--- src/rtl/gcd_host_sequencer.sv ---
// Host-side sequencer for a GCD coprocessor: replays a small table of operand pairs
// through a val/rdy interface and checks returned results against expected values.
module gcd_host_sequencer #(
    parameter int unsigned W       = 16,
    parameter int unsigned DEPTH   = 8,
    parameter int unsigned TIMEOUT = 1024,
    localparam int unsigned AW     = $clog2(DEPTH)
) (
    input  logic          clk,
    input  logic          reset,
    input  logic          cfg_we,
    input  logic [AW-1:0] cfg_addr,
    input  logic [W-1:0]  cfg_A,
    input  logic [W-1:0]  cfg_B,
    input  logic [W-1:0]  cfg_expect,
    input  logic [AW:0]   cfg_count,
    input  logic          start,
    output logic          operands_val,
    output logic [W-1:0]  operands_bits_A,
    output logic [W-1:0]  operands_bits_B,
    input  logic          operands_rdy,
    input  logic          result_val,
    input  logic [W-1:0]  result_bits,
    output logic          result_rdy,
    output logic          busy,
    output logic          done,
    output logic          timeout,
    output logic [AW:0]   pass_count,
    output logic [AW:0]   fail_count,
    output logic [AW-1:0] first_fail_idx,
    output logic          any_fail
);

    localparam int unsigned TW = $clog2(TIMEOUT + 1);

    typedef enum logic [1:0] {StIdle, StRun, StDone} state_e;

    state_e        state_q, state_d;
    logic [W-1:0]  a_mem [DEPTH];
    logic [W-1:0]  b_mem [DEPTH];
    logic [W-1:0]  e_mem [DEPTH];
    logic [AW:0]   count_q, count_d;
    logic [AW:0]   issue_q, issue_d;
    logic [AW:0]   check_q, check_d;
    logic [AW:0]   pass_q, pass_d;
    logic [AW:0]   fail_q, fail_d;
    logic [AW-1:0] first_q, first_d;
    logic          any_q, any_d;
    logic          done_q, done_d;
    logic          tmo_flag_q, tmo_flag_d;
    logic [TW-1:0] tmo_q, tmo_d;
    logic          op_val_q, op_val_d;
    logic [W-1:0]  op_a_q, op_a_d;
    logic [W-1:0]  op_b_q, op_b_d;
    logic          issue_fire, result_fire;

    // Table is not reset so vectors survive a reset between runs.
    always_ff @(posedge clk) begin
        if (cfg_we && state_q != StRun) begin
            a_mem[cfg_addr] <= cfg_A;
            b_mem[cfg_addr] <= cfg_B;
            e_mem[cfg_addr] <= cfg_expect;
        end
    end

    assign result_rdy  = (state_q == StRun) && (check_q < count_q);
    assign issue_fire  = op_val_q && operands_rdy;
    assign result_fire = result_val && result_rdy;

    always_comb begin
        state_d    = state_q;
        count_d    = count_q;
        issue_d    = issue_q;
        check_d    = check_q;
        pass_d     = pass_q;
        fail_d     = fail_q;
        first_d    = first_q;
        any_d      = any_q;
        done_d     = done_q;
        tmo_flag_d = tmo_flag_q;
        tmo_d      = tmo_q;
        op_val_d   = 1'b0;
        op_a_d     = op_a_q;
        op_b_d     = op_b_q;

        unique case (state_q)
            StIdle, StDone: begin
                if (start) begin
                    count_d    = cfg_count;
                    issue_d    = '0;
                    check_d    = '0;
                    pass_d     = '0;
                    fail_d     = '0;
                    any_d      = 1'b0;
                    tmo_flag_d = 1'b0;
                    tmo_d      = '0;
                    if (cfg_count == '0) begin
                        state_d = StDone;
                        done_d  = 1'b1;
                    end else begin
                        state_d = StRun;
                        done_d  = 1'b0;
                    end
                end
            end
            StRun: begin
                if (issue_fire) begin
                    issue_d = issue_q + (AW+1)'(1);
                end
                if (result_fire) begin
                    check_d = check_q + (AW+1)'(1);
                    tmo_d   = '0;
                    if (result_bits == e_mem[check_q[AW-1:0]]) begin
                        pass_d = pass_q + (AW+1)'(1);
                    end else begin
                        fail_d = fail_q + (AW+1)'(1);
                        if (!any_q) begin
                            any_d   = 1'b1;
                            first_d = check_q[AW-1:0];
                        end
                    end
                    if (check_d == count_q) begin
                        state_d = StDone;
                        done_d  = 1'b1;
                    end
                end else begin
                    tmo_d = tmo_q + TW'(1);
                    if (tmo_d == TW'(TIMEOUT)) begin
                        state_d    = StDone;
                        done_d     = 1'b1;
                        tmo_flag_d = 1'b1;
                    end
                end
            end
            default: state_d = StIdle;
        endcase

        // Operands are registered: look ahead at the next issue index.
        if (state_d == StRun && issue_d < count_d) begin
            op_val_d = 1'b1;
            op_a_d   = a_mem[issue_d[AW-1:0]];
            op_b_d   = b_mem[issue_d[AW-1:0]];
        end
    end

    always_ff @(posedge clk or posedge reset) begin
        if (reset) begin
            state_q    <= StIdle;
            count_q    <= '0;
            issue_q    <= '0;
            check_q    <= '0;
            pass_q     <= '0;
            fail_q     <= '0;
            first_q    <= '0;
            any_q      <= 1'b0;
            done_q     <= 1'b0;
            tmo_flag_q <= 1'b0;
            tmo_q      <= '0;
            op_val_q   <= 1'b0;
            op_a_q     <= '0;
            op_b_q     <= '0;
        end else begin
            state_q    <= state_d;
            count_q    <= count_d;
            issue_q    <= issue_d;
            check_q    <= check_d;
            pass_q     <= pass_d;
            fail_q     <= fail_d;
            first_q    <= first_d;
            any_q      <= any_d;
            done_q     <= done_d;
            tmo_flag_q <= tmo_flag_d;
            tmo_q      <= tmo_d;
            op_val_q   <= op_val_d;
            op_a_q     <= op_a_d;
            op_b_q     <= op_b_d;
        end
    end

    assign operands_val    = op_val_q;
    assign operands_bits_A = op_a_q;
    assign operands_bits_B = op_b_q;
    assign busy            = (state_q == StRun);
    assign done            = done_q;
    assign timeout         = tmo_flag_q;
    assign pass_count      = pass_q;
    assign fail_count      = fail_q;
    assign first_fail_idx  = first_q;
    assign any_fail        = any_q;

endmodule

--- config.mk ---
export PLATFORM = sky130hd
export DESIGN_NAME = gcd_host_sequencer
export DESIGN_NICKNAME = d
export VERILOG_FILES = /design/src/rtl/gcd_host_sequencer.sv
export SDC_FILE = /design/constraint.sdc
export NUM_CORES = 1
export LEC_CHECK = 0
export CAP_MARGIN = 20
export CELL_PAD_IN_SITES_DETAIL_PLACEMENT = 0
export CELL_PAD_IN_SITES_GLOBAL_PLACEMENT = 1
export CORE_ASPECT_RATIO = 1.1
export CORE_MARGIN = 3
export CORE_UTILIZATION = 40
export CTS_BUF_LIST = sky130_fd_sc_hd__clkbuf_16
export DETAILED_ROUTE_END_ITERATION = 10
export HOLD_SLACK_MARGIN = 0.06
export PLACE_DENSITY = 0.66
export SLEW_MARGIN = 15
export SYNTH_ARGS = -nofsm -noshare
export SYNTH_HDL_FRONTEND = slang
export SYNTH_SLANG_ARGS = --single-unit
--- constraint.sdc ---
create_clock -name clk -period 5.55 [get_ports clk]
set_clock_uncertainty 0.05 [all_clocks]
set_input_delay 1.11 -clock clk [delete_from_list [all_inputs] [get_ports clk]]
set_output_delay 1.11 -clock clk [all_outputs]
set_load 0.01 [all_outputs]
==> results.md, run 1 <==
- Clock sinks: around 460
- Worst Tran Pin Value: between 1 and 1.5 ns
- Crit. End Element: flop
- Gr usage total: 0.179
- Fin crit share: 0.773
- Syn Area/Cell: 14.7 µm²
- Fraction of layout instances using a drive strength above 1: 0.105
- Post-cts sizing count: 0
- Critical path class: primary input to flop
- Clk pwr share: 0.276
- Synth-to-Final Area Change: 18.9%
- EDFF count, synth: approximately 380
- Vias per cell: between 5 and 6
- Post-route DRC: 0
- 1st-iter DRT viols: approximately 780
- FF+latch area: 0.0133 mm²
- Final slew viol count: 0
- Fin. Hold Viols: 0
- Flops & latches, synth: ~460
- WP data required: 5.91 ns
- Finished Cell Area: about 0.022 mm²
- Top FF cell, synth: edfxtp_1
- # IOs: roughly 130
- Final setup viols: 0
- Synth area leader: edfxtp_1
- Die H: roughly 230 µm
- # fillers: approximately 3800
- CTS buffer count: 47
- Max rail drop VDD: between 0.3 and 0.4 mV
- Hpwl dp: about 24000 µm
- Site Rows: about 80
- PwrDens: between 500 and 600 mW/mm²
- Synth Cell Area: between 0.015 and 0.02 mm²
- Worst hold path type: flop to flop
- Crit path max fanout: roughly 40
- Initial antenna violation count: 2
- CTS Buffer Depth: 3
- Fmax: 0.233 GHz
- Ranking of synthesized cells by area: edfxtp_1 63%, dfrtp_1 9.8%, nand2_1 4.4%, mux4_2 3.9%, mux2i_1 2.7%
- Comb pwr share: 0.336
- Leak: slightly below 8 nW
- Max-cap viol count: 0
- Die area: a little under 0.05 mm²
- IO Port Bufs: between 100 and 150
- Clock Tree Root: clkbuf_16
- Sequential area share after synthesis: 0.726
- Die Wd: approximately 210 µm
- Synth async-reset ratio: 0.158
- Global route overflow: 0
- DP Worst Slack: between 0.6 and 0.7 ns
- Crit path DAT: 4.65 ns
- Syn nets: about 1300
- Final min period: ~4.3 ns
- Vias in the first global route: approximately 11000
- Synth top cells by count: 384 x edfxtp_1, 216 x nand2_1, 76 x nand3_1, 72 x dfrtp_1, 53 x clkbuf_1
- Hold buffer count at cts: 0
- Worst slew margin: 0.323
- Most common cell in the netlist: edfxtp_1
- Via Count: roughly 11000
- Layout Utilization: 0.486
- DRT Pass-1 Iters: 5
- Final #Nets: between 1000 and 1500
- Internal power: around 7.3 mW
- Area of placed instances: roughly 0.020 mm²
- Top-area cell type share of the netlist area: 0.628
- H-tree depth: 2
- Post CTS Setup Buffer Count: 0
- Final ANT Viol Nets: 0
- Unrepaired setup endpoints after global routing: false
- Hold_ws: approximately 0.43 ns
- Startpoint types: primary input
- Switching power: between 3 and 4 mW
- Outcome: complete, no violations
- Worst setup margin: 1.26 ns
- Initial Util: 0.409
- Gate Count Post-Synth: 1247
- Wire per inst: about 22 µm
- Core Area: 0.0449 mm²
- Sequential Power Share: 0.387
- Final GP Congestion: between 0.7 and 0.8
- Routed Wire Length: around 43000 µm
- CTS tree: done
- First-pass GRT wire length: 65600 µm
- Multi-input gate area: approximately 0.0046 mm²
- Setup TNS: 0 ns
- Distinct cells, synth: 50
- Worst skew pair latency: 0.57 ns
- Largest net degree at the start of global routing: just over 90
- Worst-path clk slew: about 0.060 ns
- Switching share of power: 0.331
- Synth warnings: 0
power by group through the flow:
stage	Combinational [mW]	Clock, mW	Sequential [mW]
after floorplan	2.51	0	4.32
after global placement	3.71	0	4.32
after detailed placement	3.77	0	4.32
after CTS	3.77	3.12	4.25
after global routing	4.09	3.25	4.28
final	3.69	3.03	4.25
kinds of logic (layout without fill, tap and decap cells):
logic type | count (synthesis) | in the layout | synth area share
flip-flops | 456 | 456 | 0.726
AND/OR/NAND/NOR | 391 | 391 | 0.0961
AO/OA/AOI/OAI | 157 | 157 | 0.0602
buffers and inverters | 119 | 285 | 0.0279
multiplexers | 87 | 87 | 0.0696
XOR/XNOR | 25 | 25 | 0.0119
adder cells (fa/ha/maj) | 12 | 12 | 0.00818
other | 0 | 1 | 0
worst paths after layout:
kind	startpoint	to	slack, ns	cells past startpoint
max	operands_rdy	operands_bits_A[15]$_DFFE_PP0P_	1.26	11
max reg2reg	state_q[0]$_DFF_PP0_	operands_bits_A[15]$_DFFE_PP0P_	1.79	11
max in group asynchronous	reset	fail_count[3]$_DFFE_PP0P_	3.70	4
min	timeout$_DFFE_PP0P_	timeout$_DFFE_PP0P_	0.43	2
min in group asynchronous	reset	operands_bits_B[3]$_DFFE_PP0P_	0.80	2
min reg2reg	timeout$_DFFE_PP0P_	timeout$_DFFE_PP0P_	0.43	2
sequential cells by signal, summed over array words and instances, names as in the netlist, 11 cells and up:
register / count
operands_bits_A: 16
b_mem: 128
operands_bits_B: 16
a_mem: 128
tmo_q: 11
e_mem: 128
routing by layer:
metal | share of wire | GRT usage
met1 | 0.44 | 0.248
met2 | 0.49 | 0.297
met3 | 0.049 | 0.0288
met4 | 0.016 | 0.0483
met5 | 0.00046 | 0
layout by cell type (no fill, tap or decap), types with 3 or more instances in the layout:
cell | netlist | layout
o211ai_1 | 3 | 3
buf_4 | 0 | 24
nor3_1 | 7 | 5
dfrtp_1 | 72 | 71
clkbuf_16 | 0 | 48
clkdlybuf4s50_1 | 0 | 125
a211oi_1 | 32 | 32
and2_1 | 5 | 4
ha_1 | 12 | 12
clkinv_1 | 1 | 7
a21o_1 | 3 | 3
mux2_2 | 5 | 5
o21ai_0 | 21 | 21
o21a_1 | 3 | 3
a31oi_1 | 33 | 33
edfxtp_1 | 384 | 384
nor2_1 | 25 | 18
nand3_1 | 76 | 75
xnor2_1 | 21 | 21
a22o_1 | 4 | 4
clkinvlp_4 | 0 | 4
inv_1 | 46 | 58
a21oi_1 | 10 | 10
nor3b_1 | 3 | 3
nor4_1 | 5 | 5
bufinv_16 | 0 | 4
xor2_1 | 4 | 4
o31ai_1 | 9 | 8
nand2_1 | 216 | 216
nand2b_1 | 4 | 4
mux2i_1 | 50 | 50
a311oi_1 | 32 | 32
mux4_2 | 32 | 32
nor2_4 | 0 | 7
clkinv_2 | 0 | 9
and3_1 | 37 | 37
final cells by class:
cell class	instances	area share
flip-flops and latches	456	0.611
clock buffers	48	0.0550
clock inverters	38	0.0135
well taps	581	0.0333
multi-input cells	672	0.211
diodes	1	0.000115
repair buffers	151	0.0678
inverters	48	0.00848
metrics by stage:
stage | total power [mW] | std cells
finish | 11.0 | 1995
floorplan | 6.83 | 1247
CTS | 11.1 | 1994
global placement | 8.03 | 1907
detailed placement | 8.09 | 1908
global route | 11.6 | 1994
critical path: stages:
cell             delay, ns
clkdlybuf4s50_1       0.52
nand4b_1              0.35
nand3_2               0.20
and2_4                0.41
inv_4                 0.26
ha_1                  0.35
o31a_1                0.10
o21a_1                0.17
o21ai_1               0.09
or4b_4                0.81
mux2i_1               0.22
No activity file was read; power rests on OpenSTA's default activity.
==> run 2, diff against run 1 <==
--- a/config.mk
+++ b/config.mk
@@ -14,7 +14,7 @@
 export CTS_BUF_LIST = sky130_fd_sc_hd__clkbuf_16
 export DETAILED_ROUTE_END_ITERATION = 10
 export HOLD_SLACK_MARGIN = 0.06
-export PLACE_DENSITY = 0.66
+export PLACE_DENSITY = 0.69
 export SLEW_MARGIN = 15
 export SYNTH_ARGS = -nofsm -noshare
 export SYNTH_HDL_FRONTEND = slang
==> constraint.sdc (replaced) <==
create_clock -name clk -period 3.8 [get_ports clk]
set_clock_uncertainty 0.05 [all_clocks]
set_input_delay 0.76 -clock clk [delete_from_list [all_inputs] [get_ports clk]]
set_output_delay 0.76 -clock clk [all_outputs]
set_load 0.01 [all_outputs]
==> run 2 against run 1 <==
Against the previous run: core utilization grew 0.36 points; final area increased by 0.73%; clock power increased by 44%; first-iteration DRC count is 11% lower; highest routed layer unchanged; via count grew 0.81%; count of clock-buffer cells in the layout increased by 2; critical path depth is 3 lower; largest cell class unchanged; final cell count is 0.75% higher; combinational power is 51% higher; die area unchanged; register-to-register slack worse by 1.2 ns.
==> results.md, run 2 (synthesis gave the netlist of run 1 again) <==
- Outcome: complete, no violations
- Largest stage delay on the critical path: between 0.5 and 0.6 ns
- Post-cts sizing count: 0
- Reg2reg path depth: 12
- R2R Path End: operands_bits_A[8]$_DFFE_PP0P_
- Final min period: 3.62 ns
- Inserted Diodes: 0
- Crit path DAT: 2.81 ns
- Site Rows: 81
- Max-cap viol count: 0
- Vias per cell: 5.34
- Leak: 7.78 nW
- Via Count: between 10000 and 15000
- WP data required: 2.99 ns
- Die area: between 0.04 and 0.05 mm²
- Final ANT Viol Nets: 0
- Worst setup path startpoint: check_q[0]$_DFFE_PP0P_
- IO Port Bufs: 125
- DRT Pass-1 Iters: 5
- Reg-to-reg startpoint: state_q[0]$_DFF_PP0_
- Die H: between 200 and 250 µm
- Die Wd: approximately 210 µm
- Min-Delay Path Depth: 2
- Clock sinks: 456
- Hold Startpoint: timeout$_DFFE_PP0P_
- CTS buffer count: slightly below 50
- Initial antenna violation count: 1
- CP max stage cell: dfrtp_2
- Worst setup margin: 0.180 ns
- Fraction of layout instances using a drive strength above 1: 0.110
- # IOs: 126
- Hold buffer count at cts: 0
- Hpwl dp: between 20000 and 25000 µm
- Fmax: approximately 0.28 GHz
- Worst Hold Path EP: timeout$_DFFE_PP0P_
- Sequential Power Share: 0.384
- Critical path class: flop to output port
- H-tree depth: 2
- Worst Tran Pin Value: approximately 0.88 ns
- Fin. Hold Viols: 0
- Switching share of power: 0.336
- Core Area: 0.0449 mm²
- Gr usage total: 0.178
- CTS tree: done
- Fin crit share: 0.953
- Cells along the critical path: inv_1 > ha_1 > nor2b_1 > o21a_1 > o21ai_0 > buf_4 > nor3b_1 > clkdlybuf4s50_1
- Global route overflow: 0
- Commonest non-fill, non-tap cell in the layout: edfxtp_1
- Layout Utilization: 0.490
- Reg2reg setup slack: 0.57 ns
- Max rail drop VDD: between 0.5 and 0.6 mV
- Final GP Congestion: a little under 0.8
- Vias in the first global route: 11000
- Final slew viol count: 0
- Switching power: roughly 5.4 mW
- Crit path max fanout: 16
- PwrDens: roughly 730 mW/mm²
- Startpoint types: flop
- Clk pwr share: 0.270
- Post CTS Setup Buffer Count: 0
- Internal power: around 11 mW
- Wire per inst: ~21 µm
- 1st-iter DRT viols: between 600 and 700
- Post-route DRC: 0
- Setup TNS: 0 ns
- Clock Tree Root: clkbuf_16
- Largest net degree at the start of global routing: 130
- Unrepaired setup endpoints after global routing: false
- Routed Wire Length: 43000 µm
- Worst slew margin: 0.414
- Final #Nets: 1478
- Worst skew pair latency: between 0.5 and 0.6 ns
- DP Worst Slack: ~0.11 ns
- Biggest regs: a_mem (128), b_mem (128), e_mem (128)
- Worst-path clk slew: 0.06 ns
- First-pass GRT wire length: ~66000 µm
- Worst hold path type: flop to flop
- Final setup viols: 0
- Crit. End Element: output port
- Comb pwr share: 0.346
- Most frequent cells in the layout: 384 x edfxtp_1, 216 x nand2_1, 125 x clkdlybuf4s50_1
- Synth-to-Final Area Change: 19.7%
- CTS Buffer Depth: 3
- Initial Util: 0.409
==> run 2: changes by cell type in the layout (fill, tap and decap cells not counted), sizes merged <==
cell / previous run / this run
clkinvlp: 4 / 3
clkbuf: 48 / 50
buf: 26 / 37
clkinv: 17 / 24
bufinv: 4 / 1
diode: 1 / 0
==> run 2: per-layer routing <==
metal | GRT usage | part of all wire | vias up
met3 | 0.0306 | 0.050 | 68
met1 | 0.244 | 0.44 | 5419
met5 | 0 | 0.00030 | -
li1 | - | - | 4997
met2 | 0.295 | 0.49 | 255
met4 | 0.0497 | 0.021 | 2
==> run 2: power by group through the flow <==
stage          sequential, mW  clock, mW  combinational (mW)
2_1_floorplan            6.31          0                3.67
3_3_place_gp             6.30          0                5.59
3_5_place_dp             6.30          0                5.65
4_1_cts                  6.21       4.49                5.67
5_1_grt                  6.26       4.68                6.14
6_report                 6.20       4.36                5.58
==> run 2: how the worst max path moves through the flow <==
| stage | to |
|---|---|
| 4_1_cts | result_rdy |
| 3_5_place_dp | operands_bits_A[4]$_DFFE_PP0P_ |
| 6_report | result_rdy |
| 5_1_grt | result_rdy |
| 3_3_place_gp | operands_bits_A[8]$_DFFE_PP0P_ |
| 2_1_floorplan | operands_bits_A[10]$_DFFE_PP0P_ |
==> run 2: cell type report <==
| class | instances | area [µm²] |
|---|---|---|
| fillers | 3827 | 22900 |
| multi-input cells | 672 | 4610 |
| flip-flops and latches | 456 | 13300 |
| inverters | 48 | 185 |
| clock buffers | 50 | 1250 |
| repair buffers | 162 | 1650 |
| clock inverters | 41 | 228 |
| well taps | 581 | 727 |
==> run 2: stage by stage <==
stage | area [µm²] | hold slack, ns | instances | total power [mW]
finish | 22000 | 0.433 | 2010 | 16.1
global route | 22000 | 0.476 | 2010 | 17.1
CTS | 22000 | 0.439 | 2010 | 16.4
detailed placement | 20500 | 0.426 | 1919 | 12.0
global placement | 20500 | 0.438 | 1919 | 11.9
floorplan | 18400 | 0.405 | 1247 | 9.97
==> run 2: worst max-delay path, delay by kind of cell (launching register included) <==
kind	cells	cell delay, ns
AOI/OAI and AO/OA	2	0.41
DFF	1	0.58
buffers and inverters	3	0.89
and+or+nand+nor	2	0.22
adders and majority gates	1	0.14
